[src/rtl/controle_complemento2_serial_if.sv]
// Handshake and data bundle for the bit-serial two's-complement sequencer.
interface controle_complemento2_serial_if #(
  parameter int N = 8
);
  logic         start;
  logic         select;
  logic [N-1:0] A;
  logic [N-1:0] R;
  logic         Cout;
  logic         overflow;
  logic         busy;
  logic         done;

  modport master (
    output start, select, A,
    input  R, Cout, overflow, busy, done
  );

  modport slave (
    input  start, select, A,
    output R, Cout, overflow, busy, done
  );
endinterface

[src/rtl/controle_complemento2_serial.sv]
// Bit-serial sequencer: streams an N-bit operand LSB-first through one
// two's-complement slice, carry held in a flop, result assembled in a
// shift register and reported with a one-cycle done pulse.
module controle_complemento2_serial #(
  parameter int N = 8
) (
  input logic                          clk,
  input logic                          reset,
  controle_complemento2_serial_if.slave bus
);

  localparam int            CW   = $clog2(N);
  localparam logic [CW-1:0] LAST = CW'(N - 1);

  typedef enum logic [1:0] {IDLE, SHIFT, DONE} state_t;

  // Single complement slice: returns {result_bit, carry_out}.
  function automatic logic [1:0] slice_cell(input logic a, input logic c, input logic sel);
    logic r;
    r = sel ? (~a ^ c) : a;
    return {r, ~a & c};
  endfunction

  state_t        state_q, state_d;
  logic [N-1:0]  a_sr_q, a_sr_d;
  logic [N-1:0]  r_sr_q, r_sr_d;
  logic          c_q, c_d;
  logic          sel_q, sel_d;
  logic [CW-1:0] cnt_q, cnt_d;
  logic [N-1:0]  r_q, r_d;
  logic          cout_q, cout_d;
  logic          ovf_q, ovf_d;

  logic          slice_r, slice_c;
  logic [N-1:0]  r_sr_next;

  assign {slice_r, slice_c} = slice_cell(a_sr_q[0], c_q, sel_q);
  assign r_sr_next          = {slice_r, r_sr_q[N-1:1]};

  // Next-state and datapath update for the IDLE/SHIFT/DONE sequencer.
  always_comb begin
    state_d = state_q;
    a_sr_d  = a_sr_q;
    r_sr_d  = r_sr_q;
    c_d     = c_q;
    sel_d   = sel_q;
    cnt_d   = cnt_q;
    r_d     = r_q;
    cout_d  = cout_q;
    ovf_d   = ovf_q;

    case (state_q)
      IDLE, DONE: begin
        if (bus.start) begin
          a_sr_d  = bus.A;
          sel_d   = bus.select;
          c_d     = 1'b1;
          cnt_d   = '0;
          state_d = SHIFT;
        end else begin
          state_d = IDLE;
        end
      end
      SHIFT: begin
        r_sr_d = r_sr_next;
        a_sr_d = {1'b0, a_sr_q[N-1:1]};
        c_d    = slice_c;
        cnt_d  = cnt_q + 1'b1;
        if (cnt_q == LAST) begin
          // Last bit: a_sr_q[0] is the captured operand MSB here, and the
          // outputs are loaded so they are valid during the DONE cycle.
          cnt_d   = '0;
          state_d = DONE;
          r_d     = r_sr_next;
          cout_d  = slice_c;
          ovf_d   = sel_q & a_sr_q[0] & slice_r;
        end
      end
      default: state_d = IDLE;
    endcase
  end

  // State and output registers; reset clears everything, overriding start.
  always_ff @(posedge clk) begin
    if (reset) begin
      state_q <= IDLE;
      a_sr_q  <= '0;
      r_sr_q  <= '0;
      c_q     <= 1'b0;
      sel_q   <= 1'b0;
      cnt_q   <= '0;
      r_q     <= '0;
      cout_q  <= 1'b0;
      ovf_q   <= 1'b0;
    end else begin
      state_q <= state_d;
      a_sr_q  <= a_sr_d;
      r_sr_q  <= r_sr_d;
      c_q     <= c_d;
      sel_q   <= sel_d;
      cnt_q   <= cnt_d;
      r_q     <= r_d;
      cout_q  <= cout_d;
      ovf_q   <= ovf_d;
    end
  end

  assign bus.R        = r_q;
  assign bus.Cout     = cout_q;
  assign bus.overflow = ovf_q;
  assign bus.busy     = (state_q == SHIFT);
  assign bus.done     = (state_q == DONE);

endmodule

[src/flat_wrapper.sv]
// flat-port wrapper written by rule: the top's interface ports become plain ports
module controle_complemento2_serial_flat 
#(
  parameter int N = 8
)
  (clk, reset, bus_start, bus_select, bus_A, bus_R, bus_Cout, bus_overflow, bus_busy, bus_done);
  controle_complemento2_serial_if #(.N(N)) bus_i ();
  input logic clk;
  input logic reset;
  input wire logic [$bits(bus_i.start)-1:0] bus_start;
  input wire logic [$bits(bus_i.select)-1:0] bus_select;
  input wire logic [$bits(bus_i.A)-1:0] bus_A;
  output wire logic [$bits(bus_i.R)-1:0] bus_R;
  output wire logic [$bits(bus_i.Cout)-1:0] bus_Cout;
  output wire logic [$bits(bus_i.overflow)-1:0] bus_overflow;
  output wire logic [$bits(bus_i.busy)-1:0] bus_busy;
  output wire logic [$bits(bus_i.done)-1:0] bus_done;
  assign bus_i.start = bus_start;
  assign bus_i.select = bus_select;
  assign bus_i.A = bus_A;
  assign bus_R = bus_i.R;
  assign bus_Cout = bus_i.Cout;
  assign bus_overflow = bus_i.overflow;
  assign bus_busy = bus_i.busy;
  assign bus_done = bus_i.done;
  controle_complemento2_serial #(.N(N)) u_core (.clk(clk), .reset(reset), .bus(bus_i));
endmodule
[config.mk]
export PLATFORM = sky130hd
export DESIGN_NAME = controle_complemento2_serial_flat
export DESIGN_NICKNAME = d
export VERILOG_FILES = /design/src/rtl/controle_complemento2_serial_if.sv /design/src/rtl/controle_complemento2_serial.sv /design/src/flat_wrapper.sv
export SDC_FILE = /design/constraint.sdc
export NUM_CORES = 1
export LEC_CHECK = 0
export CORE_ASPECT_RATIO = 1.75
export CORE_MARGIN = 5
export CORE_UTILIZATION = 54
export DETAILED_ROUTE_END_ITERATION = 10
export PLACE_DENSITY = 0.79
export SLEW_MARGIN = 40
export SYNTH_ARGS = -nofsm -noshare
export SYNTH_HDL_FRONTEND = slang
export SYNTH_SLANG_ARGS = --single-unit
[constraint.sdc]
create_clock -name clk -period 3 [get_ports clk]
set_input_delay 0.3 -clock clk [delete_from_list [all_inputs] [get_ports clk]]
set_output_delay 0.3 -clock clk [all_outputs]
set_load 0.02 [all_outputs]
==> key figures, run 1 <==
GRT
  – Tot GR Track Use: 0.168
  – Largest net degree at the start of global routing: 33
  – Remaining global-route overflow: 0
  – Initial antenna violation count: 0
  – First-pass GRT wire length: 4110 um
  – Number of global-route vias before repair: 1008

Synth
  – EDFF count, synth: 0
  – Synth top area share: 0.503
  – Cells after Synth: 152
  – Synth cell types: 27
  – Largest area contributor in the netlist: dfxtp_1
  – Cell area after synthesis: 0.00127 mm^2
  – Post-synth top flop: dfxtp_1
  – Synth area leaders: dfxtp_1 (50%), nand2_1 (14%), a21oi_1 (7.5%)
  – Sequential area share after synthesis: 0.503
  – Async SR Flop Fraction: 0
  – Avg Cell Area, Syn: 8.37 um^2
  – Seq cells post-synth: 32
  – Ys Warns: 0
  – Synthesized Nets: 167

Timing
  – Tcrit/Tclk final: 0.646
  – Max-slew headroom: 0.570
  – Fin crit period: 1940 ps
  – Clock Skews: 7.56 ps
  – Setup-failing EPs final: 0
  – Fin. max-slew vios: 0
  – F_max: 516 MHz
  – Setup ws final: 1060 ps
  – Setup_tns: 0 ps
  – Hold Slack: 456 ps
  – Final number of hold-violating endpoints: 0
  – RSZ-0062 raised after global routing: no
  – Worst slew pin tran: 643 ps

Power
  – Peak supply drop: 0.375 mV
  – Power Dens Cells: 565 mW/mm^2
  – Pwr Total: 0.879 mW
  – Lkg Pwr: 0.568 nW

Route
  – Wire per inst: 12.7 um
  – Vias per inst: 5.50
  – Met1 WL: 924 um
  – Vias: 1095
  – Top Layer Used: met4
  – Initial DRC Count: 16
  – Drc violations: 0
  – Met3 WL: 152 um
  – Met2 WL post-DR: 1370 um
  – ANT nets after route: 0
  – Drt first pass iters: 5
  – DRT Wirelength: 2520 um

Place
  – Dpl ws: 1130 ps
  – Count of input and output buffers: 23
  – Placed cell count: 191
  – Dpl hpwl: 1760 um
  – Final GP Congestion: 0.723

Critical path
  – Critical path launch point type: flop
  – Crit path arrival time: 1640 ps
  – Reg2reg setup slack: 1460 ps
  – CP top delay family: buffers and inverters
  – Crit-path max cell delay: 640 ps
  – WP data required: 2700 ps
  – Critical-path cell list: nand2b_1 -> inv_2 -> clkdlybuf4s50_1
  – Critical Path End Type: output port
  – Critical path type: flop to output port
  – Critical Path Slowest Stage Cell: clkdlybuf4s50_1
  – Buffers & Inverters on Critical Path: 2
  – Crit path max fanout: 12

Clock network
  – Clock tree sinks: 32
  – H-Tree Depth: 2
  – Maximum clock path buffer count: 2
  – Post-CTS Hold Buffers: 0
  – CTS tree: yes
  – Clk Latency, worst-skew pair: 290 ps
  – CTS Buf Count: 5
  – Post-CTS sizing: 0
  – CTS Root Cell: clkbuf_8
  – Post CTS Setup Buffer Count: 0
  – Clk pin slew, worst setup/hold paths: 70 ps

Floorplan
  – Die Area: 0.00347 mm^2
  – Height of the die: 74.2 um
  – Initial Util: 0.560
  – Num ports: 24
  – Core area: 0.00227 mm^2
  – Chip Width: 46.7 um
  – Row count: 23

Final layout
  – Area Overhead vs Synth: 22.2%
  – Final cell count without fillers: 199
  – # nets final: 188
  – Diodes inserted: 0
  – Share of cells above drive strength 1: 0.0690

Run
  – MaxCap Viol Count: 0

Hold path
  – Hold Crit Class: flop to flop

Run status
  – Outcome: completed
worst min-delay path: stages (launching register included):
cell	delay, ps
dfxtp_1	310
nand2_1	50
a21oi_1	50
per-layer routing:
metal	vias to the layer above	global-route usage
met5	-	0
met4	0	0.108
met3	7	0.0605
met2	30	0.294
met1	507	0.155
li1	551	-
worst paths after layout:
| check | from | end | depth (start not counted) |
|---|---|---|---|
| max reg2reg | u_core.cnt_q[0] | u_core.bus.overflow | 5 |
| max | u_core.state_q[0] | bus_busy | 3 |
| min | u_core.bus.R[6] | u_core.bus.R[6] | 2 |
| min reg2reg | u_core.bus.R[6] | u_core.bus.R[6] | 2 |
synthesized netlist by cell type, types with 2 or more instances:
library cell / n
ha_1: 3
nor3_1: 2
nor2_1: 13
a21oi_1: 19
nand3_1: 3
buf_6: 4
dfxtp_1: 32
clkbuf_1: 3
nand2_1: 47
a211oi_1: 2
nand3b_1: 2
a311oi_1: 7
cell usage in the layout (no fill, tap or decap):
master and n:
buf_2 1, nand2b_2 1, nand3_1 3, and3b_1 1
a21oi_1 19, nor4b_1 1, inv_2 1, nand2_1 47
clkinv_2 2, ha_1 3, inv_1 1, nand4_1 1
buf_4 1, clkdlybuf4s50_1 22, clkbuf_8 6, and2b_1 1
nor2_1 13, nor3_1 2, nand2b_1 1, nor2b_1 1
mux2i_1 1, a31oi_1 1, dfxtp_1 32, nand3b_1 2
a211oi_1 2, a311oi_1 7, o21a_1 1
power by group:
group	leakage, nW	switching, mW	internal, mW
clock	0.0510	0.162	0.183
sequential	0.261	0.0116	0.442
combinational	0.256	0.0452	0.0352
total	0.568	0.219	0.660
cells by family (layout without fill, tap and decap cells):
logic type,Yosys count,count (layout),synth area share
fa+ha+maj,3,3,0.0295
mux,1,1,0.00787
buf+inv,12,34,0.0639
simple gates,74,74,0.250
flops,32,32,0.503
compound gates,30,30,0.146
final cells by class:
type / instances / area, um^2
fill: 211 / 718
sequential: 32 / 641
multi-input combinational: 108 / 551
timing repair buffer: 24 / 233
clock buffer: 6 / 82.6
tap: 25 / 31.3
clock inverter: 2 / 10.0
inverter: 2 / 7.51
registers in the layout (all words and copies together) (netlist names):
name / count
u_core.a_sr_q: 8
u_core.bus.R: 8
u_core.r_sr_q: 7
u_core.cnt_q: 3
u_core.state_q: 2
u_core.bus.Cout: 1
u_core.bus.overflow: 1
u_core.c_q: 1
u_core.sel_q: 1
metrics by stage:
step,area [um^2],util
6_report,1560,0.684
2_1_floorplan,1270,-
5_1_grt,1560,0.684
3_5_place_dp,1460,0.643
4_1_cts,1560,0.684
3_3_place_gp,1470,0.646
Power figures use the tool's default switching activity.
==> run 2, diff against run 1 <==
- CORE_UTILIZATION: 54 -> 45
- PLACE_DENSITY: 0.79 -> 0.7
- clock period: 3 -> 1.7 ns (I/O delays scaled with it)
==> key figures, run 2 (synthesis results as in run 1) <==
Route
  – Drc violations: 0 (unchanged)
  – Vias per inst: 5.32 (-3.3%)
  – Drt first pass iters: 4 (-1)
  – Vias: 1086 (-0.82%)
  – ANT nets after route: 0 (unchanged)
  – DRT Wirelength: 2520 um (about the same)
  – Wire per inst: 12.4 um (-2.5%)
  – Initial DRC Count: 10 (-6)

Timing
  – F_max: 616 MHz
  – Fin crit period: 1620 ps
  – Hold Slack: 437 ps (-19.0 ps)
  – Clock Skews: 6.48 ps (-1.07 ps)
  – Worst slew pin tran: 391 ps (-252 ps)
  – Tcrit/Tclk final: 0.955
  – Setup-failing EPs final: 0 (unchanged)
  – Fin. max-slew vios: 0 (unchanged)
  – Final number of hold-violating endpoints: 0 (unchanged)
  – Max-slew headroom: 0.739 (+0.169)
  – Setup_tns: 0 ps (unchanged)
  – RSZ-0062 raised after global routing: no

Final layout
  – FILL cells: 266 (+26%)
  – Multi-input gate area: 551 um^2 (unchanged)
  – Commonest non-fill, non-tap cell in the layout: nand2_1
  – Final cell count without fillers: 204 (+2.5%)
  – FF+latch area: 641 um^2 (unchanged)
  – Diodes inserted: 0 (unchanged)
  – # nets final: 191 (+1.6%)
  – Post-layout util: 0.589 (-0.0951)
  – Share of cells above drive strength 1: 0.0734 (+0.00448)
  – Area Overhead vs Synth: 26.0%
  – Most frequent cells in the layout: nand2_1 (47), dfxtp_1 (32), clkdlybuf4s50_1 (22)

GRT
  – Remaining global-route overflow: 0 (unchanged)
  – Number of global-route vias before repair: 1019 (+1.1%)
  – Largest net degree at the start of global routing: 33 (unchanged)
  – Initial antenna violation count: 0 (unchanged)
  – First-pass GRT wire length: 4280 um (+4.2%)
  – Tot GR Track Use: 0.141 (-0.0265)

Power
  – Lkg Pwr: 0.600 nW (+5.8%)
  – Reg power frac: 0.482 (-0.034)
  – Switching share of power: 0.228 (-0.0206)
  – Peak supply drop: 0.682 mV (+82%)
  – Pwr Total: 1.66 mW (+89%)
  – Psw: 0.380 mW (+74%)
  – Comb power frac: 0.090 (about the same)
  – Clock power share: 0.428 (+0.036)
  – Int Pwr: 1.28 mW (+94%)
  – Power Dens Cells: 1040 mW/mm^2 (+84%)

Floorplan
  – Num ports: 24 (unchanged)
  – Initial Util: 0.468 (-0.0921)
  – Core area: 0.00272 mm^2 (+20%)
  – Height of the die: 80.3 um (+8.3%)
  – Chip Width: 50.2 um (+7.5%)
  – Row count: 25 (+8.7%)
  – Die Area: 0.00403 mm^2 (+16%)

Run
  – MaxCap Viol Count: 0 (unchanged)

Critical path
  – Crit path max fanout: 7 (-5)
  – Critical-path cell list: and2b_1 -> clkdlybuf4s50_1
  – Critical Path Slowest Stage Cell: clkdlybuf4s50_1
  – WP data required: 1530 ps (-1170 ps)
  – Crit path arrival time: 1450 ps (-190 ps)
  – Crit-path max cell delay: 600 ps (-40 ps)
  – Critical path launch point type: flop
  – Critical path type: flop to output port
  – Critical Path End Type: output port

Clock network
  – CTS tree: yes
  – H-Tree Depth: 2 (unchanged)
  – Clk Latency, worst-skew pair: 290 ps (about the same)
  – Maximum clock path buffer count: 2 (unchanged)
  – CTS Buf Count: 5 (unchanged)
  – CTS Root Cell: clkbuf_8
  – Clk pin slew, worst setup/hold paths: 60 ps (about the same)
  – Post CTS Setup Buffer Count: 0 (unchanged)
  – Clock tree sinks: 32 (unchanged)

Run status
  – Outcome: completed

Place
  – Placed cell count: 196 (+2.6%)
  – Dpl hpwl: 1790 um (+1.5%)
  – Count of input and output buffers: 23 (unchanged)
  – Final GP Congestion: 0.770 (+6.5%)

Hold path
  – Hold Crit Class: input port to flop
run 2: changes by cell type in the layout (fill, tap and decap cells not counted), sizes merged:
cell	delta
bufinv	+1
buf	+2
dlymetal6s2s	+1
clkinv	-1
run 2: final cells by class:
| type | instances | share of cell area |
|---|---|---|
| tap | 27 | 0.0211 |
| sequential | 32 | 0.400 |
| inverter | 2 | 0.00468 |
| timing repair buffer | 27 | 0.164 |
| multi-input combinational | 108 | 0.343 |
| clock inverter | 2 | 0.0219 |
| clock buffer | 6 | 0.0453 |
run 2: worst max-delay path, delay by kind of cell, from the launching register on:
family / cells / cell delay [ps]
DFF: 1 / 360
and+or+nand+nor: 1 / 210
buffers and inverters: 1 / 600
run 2: final timing paths:
check	start	endpoint	depth (start not counted)	slack (ps)
min	bus_A[7]	u_core.a_sr_q[7]	3	440
max reg2reg	u_core.cnt_q[0]	u_core.bus.overflow	5	180
min reg2reg	u_core.bus.R[1]	u_core.bus.R[1]	2	450
max	u_core.state_q[0]	bus_done	2	80
run 2: per-stage QoR:
stage,setup WS [ps],cell area [um^2]
after detailed placement,192,1490
after floorplan,403,1270
after global placement,289,1490
final,76.3,1600
after global routing,41.0,1600
after CTS,21.7,1600
run 2: routing by layer:
layer | part of all wire | up-vias | global-route usage
met1 | 0.39 | 499 | 0.134
met3 | 0.058 | 7 | 0.0501
met4 | 0.029 | 0 | 0.0945
met2 | 0.52 | 25 | 0.246
li1 | - | 555 | -
met5 | 0 | - | 0
run 2: what timing repair did:
item | in CTS | in global routing
hold buffers | 0 | 0
setup endpoints to repair | 0 | 1
gates resized for setup | 0 | 1
run 2: power by group through the flow:
stage	registers, mW	clock network [mW]	logic [mW]
2_1_floorplan	0.811	0	0.111
3_3_place_gp	0.816	0	0.148
3_5_place_dp	0.818	0	0.151
4_1_cts	0.801	0.731	0.152
5_1_grt	0.804	0.773	0.169
6_report	0.801	0.712	0.150
==> run 3, diff against run 2 <==
- ABC_AREA: default -> 1
- CORE_UTILIZATION: 45 -> 47
- PLACE_DENSITY: 0.7 -> 0.72
- RECOVER_POWER: default -> 50
- SLEW_MARGIN: 40 -> 10
==> key figures, run 3 <==
Run status
  – Outcome: completed

Critical path
  – Crit path arrival time: 1260 ps (-190 ps)
  – WP data required: 1530 ps (about the same)
  – Critical path launch point type: flop
  – Critical path type: flop to output port
  – Critical Path End Type: output port
  – Crit path max fanout: 13 (+6)

Power
  – Reg power frac: 0.501 (+0.019)
  – Power Dens Cells: 919 mW/mm^2 (-11%)
  – Int Pwr: 1.21 mW (-6.0%)
  – Lkg Pwr: 0.846 nW (+41%)
  – Clock power share: 0.366 (-0.062)
  – Psw: 0.424 mW (+12%)
  – Comb power frac: 0.133 (+0.043)
  – Switching share of power: 0.260 (+0.0317)
  – Peak supply drop: 0.749 mV (+9.7%)

Place
  – Dpl hpwl: 2150 um (+20%)
  – Count of input and output buffers: 23 (unchanged)
  – Final GP Congestion: 0.708 (-8.1%)

Final layout
  – Area Overhead vs Synth: 22.6%
  – Commonest non-fill, non-tap cell in the layout: nand2_1
  – Post-layout util: 0.600 (+0.0108)
  – Most frequent cells in the layout: nand2_1 (39), dfxtp_1 (31), nor2_1 (29)
  – Share of cells above drive strength 1: 0.0950 (+0.0216)
  – # nets final: 235 (+23%)
  – FILL cells: 290 (+9.0%)
  – Diodes inserted: 0 (unchanged)

Synth
  – Seq cells post-synth: 32 (unchanged)
  – Avg Cell Area, Syn: 7.42 um^2 (-11%)
  – Cells after Synth: 195 (+28%)
  – Ys Warns: 0 (unchanged)
  – Synth area leaders: dfxtp_1 (44%), nand2_1 (10%), nand3_1 (9.0%)
  – Async SR Flop Fraction: 0 (unchanged)
  – Sequential area share after synthesis: 0.443 (-0.0609)
  – Synth top area share: 0.443 (-0.0609)
  – Largest area contributor in the netlist: dfxtp_1
  – Cell area after synthesis: 0.00145 mm^2 (+14%)
  – Top-count cell post-synth: nand2_1
  – Post-synth top flop: dfxtp_1
  – Synth cell types: 23 (-15%)
  – Top cells by count, synth: nand2_1 (39), dfxtp_1 (32), nor2_1 (29), nand3_1 (26), inv_1 (23)
  – Synthesized Nets: 210 (+26%)
  – EDFF count, synth: 0 (unchanged)

Route
  – Wire per inst: 11.5 um (-7.3%)
  – Vias per inst: 4.81 (-9.7%)
  – DRT Wirelength: 3010 um (+20%)
  – Vias: 1264 (+16%)
  – Drt first pass iters: 4 (unchanged)
  – Initial DRC Count: 30 (+20)
  – Drc violations: 0 (unchanged)
  – ANT nets after route: 0 (unchanged)

Timing
  – Max-slew headroom: 0.551 (-0.188)
  – Setup_tns: 0 ps (unchanged)
  – Fin. max-slew vios: 0 (unchanged)
  – Fin crit period: 1430 ps (-198 ps)
  – Setup-failing EPs final: 0 (unchanged)
  – Final number of hold-violating endpoints: 0 (unchanged)
  – RSZ-0062 raised after global routing: no
  – Clock Skews: 6.05 ps (-0.430 ps)
  – Worst slew pin tran: 672 ps (+281 ps)
  – Tcrit/Tclk final: 0.839 (-0.116)
  – Hold Slack: 465 ps (+28.0 ps)
  – F_max: 701 MHz (+14%)

Floorplan
  – Num ports: 24 (unchanged)
  – Initial Util: 0.489 (+0.0214)
  – Die Area: 0.00433 mm^2 (+7.5%)
  – Height of the die: 83.4 um (+3.8%)
  – Core area: 0.00296 mm^2 (+8.8%)
  – Row count: 26 (+4.0%)
  – Chip Width: 52.0 um (+3.5%)

GRT
  – Number of global-route vias before repair: 1224 (+20%)
  – Tot GR Track Use: 0.157 (+0.0162)
  – Remaining global-route overflow: 0 (unchanged)
  – Largest net degree at the start of global routing: 26 (-21%)
  – First-pass GRT wire length: 5290 um (+24%)
  – Initial antenna violation count: 0 (unchanged)

Clock network
  – Clock tree sinks: 32 (unchanged)
  – CTS tree: yes
  – CTS Root Cell: clkbuf_8
  – H-Tree Depth: 2 (unchanged)
  – CTS Buf Count: 5 (unchanged)
  – Clk pin slew, worst setup/hold paths: 70 ps (about the same)
  – Post CTS Setup Buffer Count: 0 (unchanged)
  – Maximum clock path buffer count: 2 (unchanged)
  – Clk Latency, worst-skew pair: 280 ps (about the same)

Hold path
  – Hold Crit Class: flop to flop

Run
  – MaxCap Viol Count: 0 (unchanged)
-- run 3: cell count changes after synthesis, sizes merged, moves of 3 or more --
| cell | change |
|---|---|
| nand3 | +24 |
| inv | +23 |
| nor2 | +18 |
| a21oi | -12 |
| o21ai | +10 |
| a311oi | -7 |
| nor3 | +6 |
| nand2 | -5 |
| buf | +3 |
| clkbuf | -3 |
-- run 3: power groups by stage --
stage	Clock, mW	Combinational, mW	Sequential [mW]
global route	0.654	0.250	0.822
global placement	0	0.219	0.832
floorplan	0	0.172	0.826
CTS	0.625	0.225	0.818
finish	0.596	0.217	0.817
detailed placement	0	0.224	0.835
-- run 3: path summary, 6_finish.rpt --
kind / startpoint / to / slack (ps) / depth (start not counted)
max reg2reg: u_core.state_q[0] / u_core.bus.R[1] / 320 / 7
max: u_core.state_q[0] / bus_busy / 270 / 3
min: u_core.r_sr_q[4] / u_core.bus.R[3] / 460 / 2
min reg2reg: u_core.r_sr_q[4] / u_core.bus.R[3] / 460 / 2
-- run 3: area by class of cell --
cell class / count / area, um^2 / area share
clock inverters: 2 / 10.0 / 0.00564
inverters: 25 / 98.8 / 0.0557
multi-input cells: 128 / 627 / 0.353
flip-flops and latches: 32 / 642 / 0.362
repair buffers: 28 / 263 / 0.148
well taps: 42 / 52.6 / 0.0296
clock buffers: 6 / 82.6 / 0.0465
-- run 3: repair_timing --
item                                    CTS  global route
endpoints found under the setup margin    2             1
gates resized for setup                   2             1
hold buffers                              0             0
-- run 3: kinds of logic (layout without fill, tap and decap cells) --
group / after synthesis / in the layout / synth area share
buf+inv: 35 / 61 / 0.122
simple gates: 108 / 108 / 0.348
compound gates: 17 / 17 / 0.0614
fa+ha+maj: 3 / 3 / 0.0259
flops: 32 / 32 / 0.443
-- run 3: critical path: stages (launching register included) --
cell and delay (ps):
dfxtp_1 380, inv_4 60, nor2_8 170, dlygate4sd2_1 360
-- run 3: per-stage QoR --
| stage | cells | setup WS (ps) | total power [mW] | area (um^2) |
|---|---|---|---|---|
| 2_1_floorplan | 195 | 515 | 0.998 | 1450 |
| 3_3_place_gp | 255 | 230 | 1.05 | 1690 |
| 3_5_place_dp | 255 | 185 | 1.06 | 1690 |
| 4_1_cts | 263 | 1.02 | 1.67 | 1780 |
| 5_1_grt | 263 | 185 | 1.73 | 1780 |
| 6_report | 263 | 274 | 1.63 | 1780 |
-- run 3: layer usage --
layer	wire length, um	GRT usage	vias to the layer above
li1	-	-	656
met1	1190	0.165	579
met2	1640	0.267	23
met3	127	0.0484	6
met4	62	0.0859	0
met5	0	0	-
